===== src/rtl/contador_prog.sv =====
// contador_prog: programmable up/down counter with range 0..max_val.
// Priority each cycle: load, then count enable, then hold.
// Boundary mode is selected at build time by the macro CONTADOR_PROG_SAT_EN:
//   undefined -> the count wraps at 0 and max_val
//   defined   -> the count saturates at 0 and max_val
// tc is a registered flag that is set on every enabled cycle that hits a boundary.
module contador_prog #(
   parameter int NBITS = 8,
   parameter int INIT  = 0
) (
   input  logic             clk,
   input  logic             reset,
   input  logic             en,
   input  logic             up,
   input  logic             load,
   input  logic [NBITS-1:0] load_val,
   input  logic [NBITS-1:0] max_val,
   output logic [NBITS-1:0] out,
   output logic             tc
);

   localparam logic [NBITS-1:0] INIT_V = INIT[NBITS-1:0];
   localparam logic [NBITS-1:0] ONE    = NBITS'(1);

   logic [NBITS-1:0] out_q, out_d;
   logic             tc_q, tc_d;

   // Next count and terminal-count flag from load / enable / direction.
   always_comb begin
      out_d = out_q;
      tc_d  = 1'b0;
      if (load) begin
         // Clamp the loaded value into the legal range.
         out_d = (load_val > max_val) ? max_val : load_val;
      end else if (en) begin
         if (out_q > max_val) begin
            // max_val was lowered below the current count.
`ifdef CONTADOR_PROG_SAT_EN
            out_d = max_val;
`else
            out_d = '0;
`endif
            tc_d  = 1'b1;
         end else if (up) begin
            if (out_q == max_val) begin
`ifdef CONTADOR_PROG_SAT_EN
               out_d = max_val;
`else
               out_d = '0;
`endif
               tc_d  = 1'b1;
            end else begin
               out_d = out_q + ONE;
            end
         end else begin
            if (out_q == '0) begin
`ifdef CONTADOR_PROG_SAT_EN
               out_d = '0;
`else
               out_d = max_val;
`endif
               tc_d  = 1'b1;
            end else begin
               out_d = out_q - ONE;
            end
         end
      end
   end

   // State register; reset forces INIT immediately, independent of clk.
   always_ff @(posedge clk or negedge reset) begin
      if (!reset) begin
         out_q <= INIT_V;
         tc_q  <= 1'b0;
      end else begin
         out_q <= out_d;
         tc_q  <= tc_d;
      end
   end

   assign out = out_q;
   assign tc  = tc_q;

endmodule


===== config.mk =====
export PLATFORM = sky130hd
export DESIGN_NAME = contador_prog
export DESIGN_NICKNAME = d
export VERILOG_FILES = /design/src/rtl/contador_prog.sv
export SDC_FILE = /design/constraint.sdc
export NUM_CORES = 1
export LEC_CHECK = 0
export ABC_AREA = 1
export CORE_ASPECT_RATIO = 0.9
export CORE_MARGIN = 4
export CORE_UTILIZATION = 35
export CTS_CLUSTER_DIAMETER = 150
export CTS_CLUSTER_SIZE = 14
export DETAILED_ROUTE_END_ITERATION = 7
export GPL_TIMING_DRIVEN = 0
export SLEW_MARGIN = 20
export SYNTH_ARGS = -nofsm -noshare
export SYNTH_HDL_FRONTEND = slang
export SYNTH_SLANG_ARGS = --single-unit

===== constraint.sdc =====
create_clock -name clk -period 5.28 [get_ports clk]
set_clock_uncertainty 0.2 [all_clocks]
set_input_delay 1.056 -clock clk [delete_from_list [all_inputs] [get_ports clk]]
set_output_delay 1.056 -clock clk [all_outputs]
set_load 0.1 [all_outputs]

# ---- After elaboration in Yosys (flattened, before gate mapping)
# Index checks and enable logic that the tools add are counted.
dict set report classes {
  add_sub_neg 2
  magnitude_cmp 2
  n_eq_ne 1
  muxes 13
  reduce_logical 2
}
# op count
set ops {}
lappend ops {{8-bit two-way mux} 7}
lappend ops {{8-bit > comparator} 2}
lappend ops {{8-bit by 1-bit adder with 8-bit output, second input constant} 1}
lappend ops {{8-bit == test} 1}
lappend ops {{8-bit logical NOT} 1}
lappend ops {{8-bit by 1-bit subtractor with 8-bit output, second input constant} 1}
lappend ops {{1-bit two-way mux} 6}
lappend ops {{2-bit nonzero test} 1}
dict set report word_totals {
  register_bits 9
  out_inout_bits 9
}

# ---- Logic depth before layout (Yosys ltp)
dict set report depth {
  word_depth 6
  mapped_depth 15
}

# ---- Worst setup path after synthesis
# Ideal clock, no wire load.
dict set report synth_path {
  path_kind {register to register}
  from {register out_q[0], in the netlist out[0]}
  to {register out_q[5], in the netlist out[5]}
  t_arrival_ns 2.296
  slack_ns 2.667
  path_stages_with_launch 14
  path_cell_list {dfrtp_1 inv_1 ha_1 nand2_1 nor2_1 nand2_2 nand2_1 nor2_1 nor2_1 nor2_1 nand2_1 nand2_1 nand2_1 nand2_1}
}
dict set report synth_between {
  elab_chain_cells 6
  word_cells_on_any_way 11
  cone_classes {add/sub (2); order compare (1); eq/ne (1); mux (6); reduce/logical (1)}
}
# element line
set synth_rtl {}
lappend synth_rtl {{start: declaration} 25} ;# logic [NBITS-1:0] out_q, out_d;
lappend synth_rtl {{start signal: assignment} 76} ;# out_q <= out_d;
lappend synth_rtl {{8-bit by 1-bit subtractor with 8-bit output (tied with other cells)} 64} ;# out_d = out_q - ONE;
lappend synth_rtl {{8-bit two-way mux (on tied branches)} {56, 45}}
lappend synth_rtl {{8-bit two-way mux} 44} ;# end else if (up) begin
lappend synth_rtl {{8-bit two-way mux *} 36} ;# if (out_q > max_val) begin
lappend synth_rtl {{8-bit two-way mux *} 35} ;# end else if (en) begin
lappend synth_rtl {{8-bit two-way mux *} 32} ;# if (load) begin
# Mark *: on every way between the ends. The rest lies on a longest branch, timed or not. The select of a mux whose other input is x is not followed.
# A chain may end at the register's enable or synchronous reset.

# ---- Worst setup path in the final report
dict set report layout_path {
  from {register out_q[3], in the netlist out[3]}
  to {output out[3]}
}
# element line
set layout_lines {}
lappend layout_lines {{end: declaration} 18} ;# output logic [NBITS-1:0] out,
# No word-level cell between the ends.

==> results.toml <==
[status]
status = "complete, no violations"

[floorplan]
die-area_mm2 = 0.00556
initial_core_util = 0.371
row_count = 22
core_mm2 = 0.00418
die_width_um = 78.2
pin_count = 30
die_h_um = 71.1

[clock_tree]
cts_hold_buffers = 0
cts_htree_levels = 1
cts_resized = 0
cts_tree = "done"
cts_made_buffers = 3
clk_pin_slew_ns = 0.04
clk-insertion-delay-late_ns = 0.23
cts_root_buf = "clkbuf_8"
postCtsSetupBuffers = 0
cts_buffer_depth = 2
cts_sinks = 9

[layout]
regArea_um2 = 225
final_net_count = 338
mostFrequentLayoutCell = "nand2_1"
nFillCells = 449
multi_input_area_mm2 = 0.00115
area_delta_synth_final_pct = 26.5
antennaDiodeCount = 0
drive_above_1_share = 0.0909
final_cell_mix = "nand2_1, inv_1, clkdlybuf4s50_1"

[global_route]
grt_pass1_wl_um = 7210
grt_max_degree = 11
grt_pass1_vias = 1475
grt_overflow = 0
top_usage_layer = "met2"
antenna_found_initial = 0
grtUsageMet2 = 0.251
track_usage = 0.159
grtUsageMet3 = 0.00509
grt_use_met1 = 0.245

[placement]
port_buffers = 29
dp_hpwl_um = 3640
place_congestion = 0.881

[routing]
dr.pass1.iters = 5
drt_iter0_markers = 107
ant_nets = 0
drt_wl_total_um = 4390
via_count = 1665
drc = 0
vias_per_cell = 4.66
routedWlPerCell_um = 12.3

[sta]
clock.fmax_mhz = 305
hold_viol = 0
fin_crit_sh = 0.620
tightest_slew_ns = 0.970
finalSetupTns_ns = 0
final_max_slew_viol_count = 0
fin_crit_ns = 3.27
rsz0062_at_grt = "no"
max_slew_margin = 0.352
finalSetupViolations = 0

[setup_path]
worstPathRequired_ns = 4.02
r2r_slack_ns = 3.11
path_cells = "clkdlybuf4s50_1"
worst-path-max-fanout = 8
reg2reg_to = "out[2]$_DFFE_PN0P_"
rr_startpoint = "out[3]$_DFFE_PN0P_"
start_kind = "flip-flop"
crit_slowest_cell = "clkdlybuf4s50_1"
path_delay_family = "buffers and inverters"
arrival_ns = 2.02
reg2regPathDepth = 9
cp-end-kind = "output pin"
worst-path-buf-inv = 1
cpPeakStageDelay_ns = 1.21
worst-setup-path-type = "flip-flop to output pin"

[logic_synthesis]
syn_area_mm2 = 0.00155
syn-num-nets = 304
yosysUniqueCellTypes = 24
synth_seq_cells = 9
yosysSeqAreaShare = 0.145
synthesis.instances = 264
syn_area_per_cell_um2 = 5.87
ys_warn_count = 0

[power_and_ir_drop]
power_uw = 595
leakage_uw = 0.00112
peakVddDrop_uv = 182
pwr-share-comb = 0.680
seqPwrFrac = 0.190
power_density_mw_per_mm2 = 304
clkPwrFrac = 0.130
power.switching_uw = 331
swShare = 0.556
p_int_uw = 264

[run]
drv_cap = 0

[hold_path]
hold_path_class = "flip-flop to flip-flop"
worstHoldEndpoint = "out[0]$_DFFE_PN0P_"
min-delay-start = "out[0]$_DFFE_PN0P_"
hold-path-cell-count = 2
-- area by class of cell --
| cell class | count | share of cell area |
|---|---|---|
| clock buffer | 4 | 0.0230 |
| buffer | 3 | 0.0134 |
| timing repair buffer | 29 | 0.148 |
| tap | 60 | 0.0383 |
| sequential | 9 | 0.115 |
| multi-input combinational | 213 | 0.588 |
| inverter | 39 | 0.0747 |
-- power by group through the flow --
stage | combinational (µW) | sequential (µW) | clock [µW]
floorplan | 204 | 208 | 0
global placement | 402 | 113 | 0
detailed placement | 403 | 113 | 0
CTS | 405 | 112 | 79.5
global route | 447 | 116 | 84.9
finish | 405 | 113 | 77.5
-- tightest hold or removal path: stages, from the launching register on --
cell,delay (ns)
dfrtp_1,0.41
nand2_1,0.07
nand2_1,0.06
-- registers in the layout, indices dropped and copies added, names as in the netlist --
register  flops
out           8
tc            1
-- how the worst max path moves through the flow --
stage / slack [ns] / endpoint / cells past startpoint / start
floorplan: 2.67 / out[5]$_DFFE_PN0P_ / 13 / out[0]$_DFFE_PN0P_
global placement: 1.92 / out[5]$_DFFE_PN0P_ / 12 / max_val[7]
detailed placement: 1.91 / out[5]$_DFFE_PN0P_ / 12 / max_val[7]
CTS: 2.00 / out[3] / 1 / out[3]$_DFFE_PN0P_
global route: 1.95 / out[1] / 1 / out[1]$_DFFE_PN0P_
finish: 2.01 / out[3] / 1 / out[3]$_DFFE_PN0P_
-- metrics by stage --
step,cell area [µm²],std cells,utilization,hold slack (ns),setup slack [ns]
final,1960,357,0.469,0.376,2.01
after global routing,1960,357,0.469,0.464,1.95
after CTS,1960,357,0.469,0.376,2.00
after detailed placement,1920,353,0.458,0.364,1.91
after global placement,1920,353,0.458,0.368,1.92
after floorplan,1550,264,-,0.560,2.67
-- per-layer routing --
layer / wire length (µm) / vias to the layer above
met5: 0 / -
met1: 2270 / 726
met3: 229 / 0
li1: - / 895
met2: 1890 / 44
met4: 0 / 0
-- cells in the mapped netlist (all sizes together) --
| cell type | instances | area (µm²) |
|---|---|---|
| nand2 | 110 | 443 |
| inv | 39 | 146 |
| nor2 | 28 | 146 |
| nand3 | 27 | 140 |
| ha | 19 | 238 |
| a21oi | 12 | 71.3 |
| dfrtp | 9 | 225 |
| o21ai | 8 | 40.0 |
| a21o | 3 | 22.5 |
| nand4 | 3 | 25.0 |
| buf | 2 | 22.5 |
| xor2 | 2 | 17.5 |
| clkbuf | 1 | 3.75 |
| xnor2 | 1 | 8.76 |
-- kinds of logic after synthesis --
| family | Yosys count | synth area share |
|---|---|---|
| flops | 9 | 0.145 |
| buf+inv | 42 | 0.111 |
| simple gates | 168 | 0.487 |
| fa+ha+maj | 19 | 0.153 |
| xor+xnor | 3 | 0.0170 |
| compound gates | 23 | 0.0864 |
Power figures use the tool's default switching activity.
